===== config.mk =====
export PLATFORM = sky130hd
export DESIGN_NAME = audio_key_multi
export DESIGN_NICKNAME = d
export VERILOG_FILES = /design/src/rtl/audio_key_pkg.sv /design/src/rtl/ax_debounce.sv /design/src/rtl/audio_key_multi.sv
export SDC_FILE = /design/constraint.sdc
export NUM_CORES = 1
export LEC_CHECK = 0
export BUFFER_PORTS_ARGS = -buffer_cell sky130_fd_sc_hd__buf_2
export CORE_MARGIN = 2
export CORE_UTILIZATION = 40
export DETAILED_ROUTE_END_ITERATION = 12
export GPL_TIMING_DRIVEN = 0
export SYNTH_ARGS = -nofsm -noshare
export SYNTH_HDL_FRONTEND = slang
export SYNTH_HIERARCHICAL = 1
export SYNTH_SLANG_ARGS = --single-unit

===== constraint.sdc =====
create_clock -name clk -period 10.8 [get_ports clk]
set_input_delay 2.16 -clock clk [delete_from_list [all_inputs] [get_ports clk]]
set_output_delay 2.16 -clock clk [all_outputs]
set_load 0.02 [all_outputs]

===== src/rtl/audio_key_pkg.sv =====
// Shared definitions for the multi-slot audio key recorder: FSM encoding,
// default parameters and the lowest-index key picker.
package audio_key_pkg;

   typedef enum logic [1:0] {
      ST_IDLE   = 2'd0,
      ST_RECORD = 2'd1,
      ST_PLAY   = 2'd2
   } state_t;

   localparam int DEF_NUM_SLOTS = 4;
   localparam int DEF_CNT_W     = 32;
   localparam int DB_CYCLES     = 4;
   localparam int DB_CNT_W      = 8;

   typedef struct packed {
      logic       valid;
      logic [3:0] idx;
   } pick_t;

   // Lowest set bit wins so simultaneous presses resolve deterministically.
   function automatic pick_t lowest_set(input logic [15:0] vec);
      pick_t p;
      p.valid = 1'b0;
      p.idx   = 4'd0;
      for (int i = 15; i >= 0; i--) begin
         if (vec[i]) begin
            p.valid = 1'b1;
            p.idx   = 4'(i);
         end
      end
      return p;
   endfunction

endpackage


===== src/rtl/ax_debounce.sv =====
// Key debouncer: two-flop synchroniser, then a level change is accepted only
// after CYCLES stable samples; emits one-cycle fall (press) / rise (release).
module ax_debounce
   import audio_key_pkg::*;
#(
   parameter int CYCLES = DB_CYCLES
)
(
   input  logic clk,
   input  logic rst,
   input  logic din,
   output logic fall,
   output logic rise
);

   localparam logic [DB_CNT_W-1:0] CNT_LAST = DB_CNT_W'(CYCLES - 1);
   localparam logic [DB_CNT_W-1:0] CNT_ONE  = DB_CNT_W'(1);

   logic [1:0]          sync;
   logic [DB_CNT_W-1:0] cnt;
   logic                level;

   // Synchronise, then require a stable run before accepting a new level.
   always_ff @(posedge clk or posedge rst) begin
      if (rst) begin
         sync  <= 2'b11;
         cnt   <= {DB_CNT_W{1'b0}};
         level <= 1'b1;
         fall  <= 1'b0;
         rise  <= 1'b0;
      end else begin
         sync <= {sync[0], din};
         fall <= 1'b0;
         rise <= 1'b0;
         if (sync[1] == level) begin
            cnt <= {DB_CNT_W{1'b0}};
         end else if (cnt == CNT_LAST) begin
            cnt   <= {DB_CNT_W{1'b0}};
            level <= sync[1];
            fall  <= ~sync[1];
            rise  <= sync[1];
         end else begin
            cnt <= cnt + CNT_ONE;
         end
      end
   end

endmodule


===== src/rtl/audio_key_multi.sv =====
// Multi-slot key recorder: a press records the hold time into that key's slot,
// release replays it. Define AUDIO_KEY_LOOP_EN for continuous looped playback.
module audio_key_multi
   import audio_key_pkg::*;
#(
   parameter int               NUM_SLOTS = DEF_NUM_SLOTS,
   parameter int               CNT_W     = DEF_CNT_W,
   parameter logic [CNT_W-1:0] MAX_LEN   = {CNT_W{1'b1}},
   localparam int              SLOT_W    = (NUM_SLOTS > 1) ? $clog2(NUM_SLOTS) : 1
)
(
   input  logic                 clk,
   input  logic                 rst,
   input  logic [NUM_SLOTS-1:0] key,
   input  logic                 play_trig,
   input  logic [SLOT_W-1:0]    play_sel,
   output logic                 record,
   output logic                 play,
   output logic [SLOT_W-1:0]    slot,
   output logic                 write_req,
   input  logic                 write_req_ack,
   output logic                 read_req,
   input  logic                 read_req_ack,
   output logic [CNT_W-1:0]     rec_len
);

   logic [NUM_SLOTS-1:0] press;
   logic [NUM_SLOTS-1:0] rel;

   for (genvar i = 0; i < NUM_SLOTS; i++) begin : g_db
      ax_debounce u_db (
         .clk  (clk),
         .rst  (rst),
         .din  (key[i]),
         .fall (press[i]),
         .rise (rel[i])
      );
   end

   state_t            state;
   state_t            state_nx;
   logic [SLOT_W-1:0] slot_nx;
   logic [CNT_W-1:0]  cnt;
   logic [CNT_W-1:0]  len [NUM_SLOTS];
   logic [CNT_W:0]    cnt_inc;
   logic [CNT_W-1:0]  cnt_sat;
   pick_t             pick;
   logic              trig_ok;
   logic              rec_full;
   logic              play_done;
   logic              clr_cnt;
   logic              store_len;
   logic              start_write;
   logic              start_read;

   // Wide increment so saturation and end-of-play compares cannot wrap.
   assign cnt_inc   = {1'b0, cnt} + {{CNT_W{1'b0}}, 1'b1};
   assign rec_full  = (cnt_inc >= {1'b0, MAX_LEN});
   assign cnt_sat   = (cnt_inc > {1'b0, MAX_LEN}) ? MAX_LEN : cnt_inc[CNT_W-1:0];
   assign play_done = (cnt_inc >= {1'b0, len[slot]});
   assign pick      = lowest_set(16'(press));
   assign trig_ok   = play_trig && (32'(play_sel) < 32'(NUM_SLOTS)) &&
                      (len[play_sel] != {CNT_W{1'b0}});
   assign rec_len   = len[slot];

   // State register.
   always_ff @(posedge clk or posedge rst) begin
      if (rst) begin
         state <= ST_IDLE;
      end else begin
         state <= state_nx;
      end
   end

   // Next-state and datapath control decisions.
   always_comb begin
      state_nx    = state;
      slot_nx     = slot;
      clr_cnt     = 1'b0;
      store_len   = 1'b0;
      start_write = 1'b0;
      start_read  = 1'b0;
      case (state)
         ST_IDLE: begin
            if (pick.valid) begin
               state_nx    = ST_RECORD;
               slot_nx     = SLOT_W'(pick.idx);
               clr_cnt     = 1'b1;
               start_write = 1'b1;
            end else if (trig_ok) begin
               state_nx   = ST_PLAY;
               slot_nx    = play_sel;
               clr_cnt    = 1'b1;
               start_read = 1'b1;
            end else begin
               state_nx = ST_IDLE;
            end
         end
         ST_RECORD: begin
            if (rel[slot] || rec_full) begin
               store_len = 1'b1;
               clr_cnt   = 1'b1;
               if (cnt_sat != {CNT_W{1'b0}}) begin
                  state_nx   = ST_PLAY;
                  start_read = 1'b1;
               end else begin
                  state_nx = ST_IDLE;
               end
            end else begin
               state_nx = ST_RECORD;
            end
         end
         ST_PLAY: begin
            if (pick.valid) begin
               state_nx    = ST_RECORD;
               slot_nx     = SLOT_W'(pick.idx);
               clr_cnt     = 1'b1;
               start_write = 1'b1;
            end
`ifdef AUDIO_KEY_LOOP_EN
            else if (play_trig && (play_sel == slot)) begin
               state_nx = ST_IDLE;
            end else if (play_done) begin
               state_nx   = ST_PLAY;
               clr_cnt    = 1'b1;
               start_read = 1'b1;
            end
`else
            else if (play_done) begin
               state_nx = ST_IDLE;
            end
`endif
            else begin
               state_nx = ST_PLAY;
            end
         end
         default: begin
            state_nx = ST_IDLE;
         end
      endcase
   end

   // Output decode of the registered state.
   always_comb begin
      record = 1'b0;
      play   = 1'b0;
      case (state)
         ST_RECORD: record = 1'b1;
         ST_PLAY:   play   = 1'b1;
         default:   begin
            record = 1'b0;
            play   = 1'b0;
         end
      endcase
   end

   // Counter, slot lengths and request handshakes.
   always_ff @(posedge clk or posedge rst) begin
      if (rst) begin
         slot      <= {SLOT_W{1'b0}};
         cnt       <= {CNT_W{1'b0}};
         write_req <= 1'b0;
         read_req  <= 1'b0;
         for (int i = 0; i < NUM_SLOTS; i++) begin
            len[i] <= {CNT_W{1'b0}};
         end
      end else begin
         slot <= slot_nx;
         if (clr_cnt) begin
            cnt <= {CNT_W{1'b0}};
         end else if (state == ST_RECORD) begin
            cnt <= cnt_sat;
         end else if (state == ST_PLAY) begin
            cnt <= cnt_inc[CNT_W-1:0];
         end else begin
            cnt <= cnt;
         end
         if (store_len) begin
            len[slot] <= cnt_sat;
         end
         if (start_write) begin
            write_req <= 1'b1;
         end else if (state_nx != ST_RECORD || write_req_ack) begin
            write_req <= 1'b0;
         end else begin
            write_req <= write_req;
         end
         if (start_read) begin
            read_req <= 1'b1;
         end else if (state_nx != ST_PLAY || read_req_ack) begin
            read_req <= 1'b0;
         end else begin
            read_req <= read_req;
         end
      end
   end

endmodule


[Word level (Yosys, flattened, before mapping)]
Cells that the tools add are included.
Operators by class
  mux-type cells: 71
  order comparisons: 7
  $add $sub $neg: 5
  reductions and logical operators: 18
  bitwise gates (word level): 10
  equal/unequal tests: 14
Operators by type and width (count)
  32-bit 2-to-1 mux: 9
  32-bit binary-select mux with 2-bit select: 2
  128-bit bitwise mux: 1
  32-bit demux with 2-bit select: 1
  8-bit 2-to-1 mux: 8
  32-bit nonzero test: 2
  32-bit by 1-bit adder with 33-bit output (second input constant): 1
  33-bit by 32-bit >= comparator with 1-bit output: 1
  33-bit by 32-bit >= comparator with 1-bit output (second input constant): 1
  33-bit by 32-bit > comparator with 1-bit output (second input constant): 1
  8-bit by 1-bit adder with 8-bit output (second input constant): 4
  8-bit by 2-bit == test with 1-bit output (second input constant): 4
  1-bit 2-to-1 mux: 32
  5-bit 2-to-1 mux: 4
  2-bit 2-to-1 mux: 9
  1-bit NOT: 8
  2-bit AND reduction: 4
  3-bit >= comparator (second input constant): 2
  2-bit NOT with 3-bit output: 2
  2-bit one-hot mux with 3 select lines: 1
  2-bit nonzero test: 3
  1-bit == test: 4
  2-bit inequality test (second input constant): 2
  2-bit one-hot mux with 2 select lines: 1
  15 further kinds: 18
Storage, ports and cells
  register bits after elaboration: 218
  output and inout bits: 38
  logic and storage cells: 154
  input port bits: 11

[Depth between registers and ports, before layout]
  depth after elaboration: 13
  mapped depth: 17
  depth with buffers taken out: 16

[By module]
Netlist, hierarchy kept.
Modules (own cells, without submodules)
  audio_key_multi: area each 9595.5 um^2, times used 1, sequential area each 4154.0 um^2, cells an instance 1020
  ax_debounce at g_db[0].u_db ...: area each 556.8 um^2, times used 3, sequential area each 329.1 um^2, cells an instance 46
  ax_debounce at g_db[3].u_db: area each 564.3 um^2, times used 1, sequential area each 329.1 um^2, cells an instance 48

[Worst setup path after synthesis]
Ideal clock, no wire load.
  kind: register to output
  start: register slot[0]
  end: output rec_len[10]
  slack: 6480 ps
  stages on the path, launching flop included: 4
  data required time: 8640 ps
  path buffers: 2
  arrival time: 2160 ps
  cells stage by stage: dfrtp_1 > clkbuf_1 > buf_1 > mux4_2
Between the ends
  word-level cells in the longest chain between the ends: 4
RTL lines
  from (decl): RTL line audio_key_multi.sv:19  | output logic [SLOT_W-1:0] slot,
  from (signal assigned): RTL line audio_key_multi.sv:160  | slot <= {SLOT_W{1'b0}};
  from (signal assigned): RTL line audio_key_multi.sv:168  | slot <= slot_nx;
  2-bit NOT with 3-bit output (not written as such): RTL line audio_key_multi.sv:64  | assign rec_len = len[slot];
  32-bit binary-select mux with 2-bit select: RTL line audio_key_multi.sv:64
  32-bit 2-to-1 mux (not written as such) (2 in a row): RTL line audio_key_multi.sv:64
  to (decl): RTL line audio_key_multi.sv:24  | output logic [CNT_W-1:0] rec_len
Every way passes these cells. The select of a mux whose other input is x is not followed.

[Worst setup path after layout]
  start: register slot[1]
  end: output rec_len[19]
Same word-level chain as after synthesis.

==> flow_metrics.env <==
export IMPL_start_util=0.409
export IMPL_syn_nets=1255
export IMPL_grtUsageMet2=0.370
export IMPL_die_area_sq_um=31000
export IMPL_ctsResizeCount=0
export IMPL_clock_sinks=218
export IMPL_ys_ff_latch=218
export IMPL_cp_max_fo=10
export IMPL_die_h_um=176
export IMPL_routabilityCongestion=0.910
export IMPL_grtUsageMet3=0.0659
export IMPL_synth_top_area_share=0.436
export IMPL_drt_wirelength_per_cell_um=22.2
export IMPL_clock_latency_ps=550
export IMPL_drive_above_1_share=0.155
export IMPL_finalSetupViolCount=0
export IMPL_max_stage_delay_ps=810
export IMPL_r2r_slack_ps=5360
export IMPL_worstSetupStartpoint="slot[1]"
export IMPL_die_x_um=176
export IMPL_synth_area_leaders="dfrtp_1 44%, a21oi_1 6.3%, mux4_2 6.3%"
export IMPL_fillers=2774
export IMPL_ios=49
export IMPL_vias_per_cell=6.02
export IMPL_dp_final_hpwl_mm=27.5
export IMPL_globalRouteOverflowTotal=0
export IMPL_hold_path_cell_count=0
export IMPL_ctsHoldBuffers=0
export IMPL_endpoint_kind="output pin"
export IMPL_start_kind="flip-flop"
export IMPL_h_tree_depth=1
export IMPL_timing_fmax_mhz=169
export IMPL_setup_tns_ps=0
export IMPL_tightestPinTransition_ps=1290
export IMPL_maxSlewHeadroom=0.128
export IMPL_fin_nets=1331
export IMPL_drc=0
export IMPL_outcome="finished clean"
export IMPL_area_delta_synth_final_pct=13.8
export IMPL_syn_inst=1206
export IMPL_busiest_layer="met2"
export IMPL_cts_buffers=25
export IMPL_placed_cell_area_sq_um=12600
export IMPL_finalInstanceArea_sq_um=13500
export IMPL_syn_avg_cell_area_sq_um=9.81
export IMPL_ir_worst_vdd_mv=0.153
export IMPL_yosysTopAreaCell="dfrtp_1"
export IMPL_grt_pass1_vias=9915
export IMPL_seq_area_sq_um=5470
export IMPL_rsz0062_at_grt="false"
export IMPL_path_cells="clkbuf_1 > clkbuf_1 > clkbuf_1 > mux4_2 > buf_2"
export IMPL_worstReg2RegStart="cnt[0]"
export IMPL_cts_root_buf="clkbuf_16"
export IMPL_cts_reportedPaths_clkPinSlew_ps=60
export IMPL_grt_met1_usage=0.345
export IMPL_reg2regPathDepth=12
export IMPL_drtIter0Drc=1012
export IMPL_antenna_found_initial=1
export IMPL_worst_path_most_repeated_cell="clkbuf_1"
export IMPL_layout_min_cycle_time_ps=5920
export IMPL_multi_input_area_sq_um=5840
export IMPL_core_area_sq_um=28900
export IMPL_critPathArrivalTime_ps=3760
export IMPL_timing_hold_ws_ps=355
export IMPL_port_buffers=48
export IMPL_p_total_w=0.00303
export IMPL_totalWireLength_mm=37.5
export IMPL_ys_async_sr_fraction=1.00
export IMPL_reg2reg_to="len[7]"
export IMPL_leakage_nw=6.33
export IMPL_synthDistinctLibCells=64
export IMPL_synth_edf_count=0
export IMPL_path_class="flip-flop to output pin"
export IMPL_ys_seq_area_frac=0.462
export IMPL_vias=10100
export IMPL_grt_usage=0.245
export IMPL_finalHoldViolCount=0
export IMPL_cts_tree="built"
export IMPL_cp_endpoint="rec_len[19]"
export IMPL_rows=62
export IMPL_period_share=0.549
export IMPL_p_per_area_nw_per_um2=225
export IMPL_hold_path_class="flip-flop to flip-flop"
export IMPL_ys_warnings_count=6
export IMPL_drt_pass1_iter_count=5
export IMPL_cts_setup_buffers=0
export IMPL_cts_buffer_depth=3
export IMPL_maxCapViolCount=0
export IMPL_slew_violations=0
export IMPL_critPathRequiredTime_ps=8640
export IMPL_ant_nets=0
export IMPL_fin_worst_skew_ps=15.0
export IMPL_diodes=0
export IMPL_synthFlopType="dfrtp_1"
export IMPL_grt_first_pass_wirelength_mm=58.5
export IMPL_slowest_stage="clkbuf_1"
export IMPL_grt_start_max_net_pins=93
export IMPL_synth_area_sq_um=11800
critical path: cells and delay by family (launching register included):
kind	cells	cell delay, ps
flip-flops	1	360
buffers and inverters	4	2350
multiplexers	1	500
cells by family after synthesis:
| family | synth area share |
|---|---|
| xor+xnor | 0.0258 |
| buf+inv | 0.0442 |
| flops | 0.462 |
| simple gates | 0.202 |
| compound gates | 0.157 |
| fa+ha+maj | 0.0402 |
| mux | 0.0679 |
layout by cell type (no fill, tap or decap), drive strengths merged, types with 12 or more instances in the layout:
cell type,instances
dfrtp,206
o21ai,23
nor2,194
ha,38
a31oi,12
inv,75
mux4,33
nor4,47
nand4,32
nor3,18
xor2,18
clkbuf,63
a21oi,150
or3,18
dfstp,12
nand3,34
nand2,44
or4,12
buf,82
nand2b,15
xnor2,16
a22o,28
a21o,16
synth_stat cells, drive strengths merged (28+ instances only):
library cell	instances
dfrtp	206
nor2	194
a21oi	150
inv	74
nor4	47
nand2	44
ha	38
nand3	34
buf	33
mux4	33
nand4	32
a22o	28
report_power, final:
group,switching [W],total [W],leakage [nW],internal [W]
Combinational,0.000675,0.00106,2.92,0.000384
Clock,0.000345,0.000899,0.430,0.000554
Sequential,0.000126,0.00107,2.98,0.000946
Total,0.00115,0.00303,6.33,0.00188
stage by stage:
| stage | cells | utilization | setup WS [ps] |
|---|---|---|---|
| 2_1_floorplan | 1206 | - | 4150 |
| 3_3_place_gp | 1638 | 0.434 | 1960 |
| 3_5_place_dp | 1639 | 0.435 | 5190 |
| 4_1_cts | 1684 | 0.465 | 4960 |
| 5_1_grt | 1684 | 0.465 | 4800 |
| 6_report | 1684 | 0.465 | 4880 |
routing by layer:
metal,share of wire,up-vias
li1,-,4544
met1,0.42,5068
met5,0.00040,-
met4,0.034,2
met2,0.44,450
met3,0.10,82
worst min path at each step:
stage                    startpoint                   end  slack (ps)
6_report       g_db[0].u_db/sync[0]  g_db[0].u_db/sync[1]         350
3_3_place_gp   g_db[1].u_db/sync[0]  g_db[1].u_db/sync[1]         350
3_5_place_dp   g_db[0].u_db/sync[0]  g_db[0].u_db/sync[1]         350
5_1_grt        g_db[1].u_db/sync[0]  g_db[1].u_db/sync[1]         360
4_1_cts        g_db[0].u_db/sync[0]  g_db[0].u_db/sync[1]         350
2_1_floorplan  g_db[0].u_db/sync[0]  g_db[0].u_db/sync[1]         350
registers in the layout (all words and copies together), names as in the netlist:
register	cells
read_req	1
cnt	32
len	128
g_db.u_db/fall	4
g_db.u_db/rise	4
write_req	1
state	2
slot	2
g_db.u_db/sync	8
g_db.u_db/level	4
g_db.u_db/cnt	32
layout make-up:
cell class	instances	area share
inverters	74	0.0212
clock buffers	40	0.0566
flip-flops and latches	218	0.406
well taps	384	0.0357
plain buffers	56	0.0182
clock inverters	5	0.00855
repair buffers	49	0.0199
multi-input cells	858	0.434
Power figures use the tool's default switching activity.
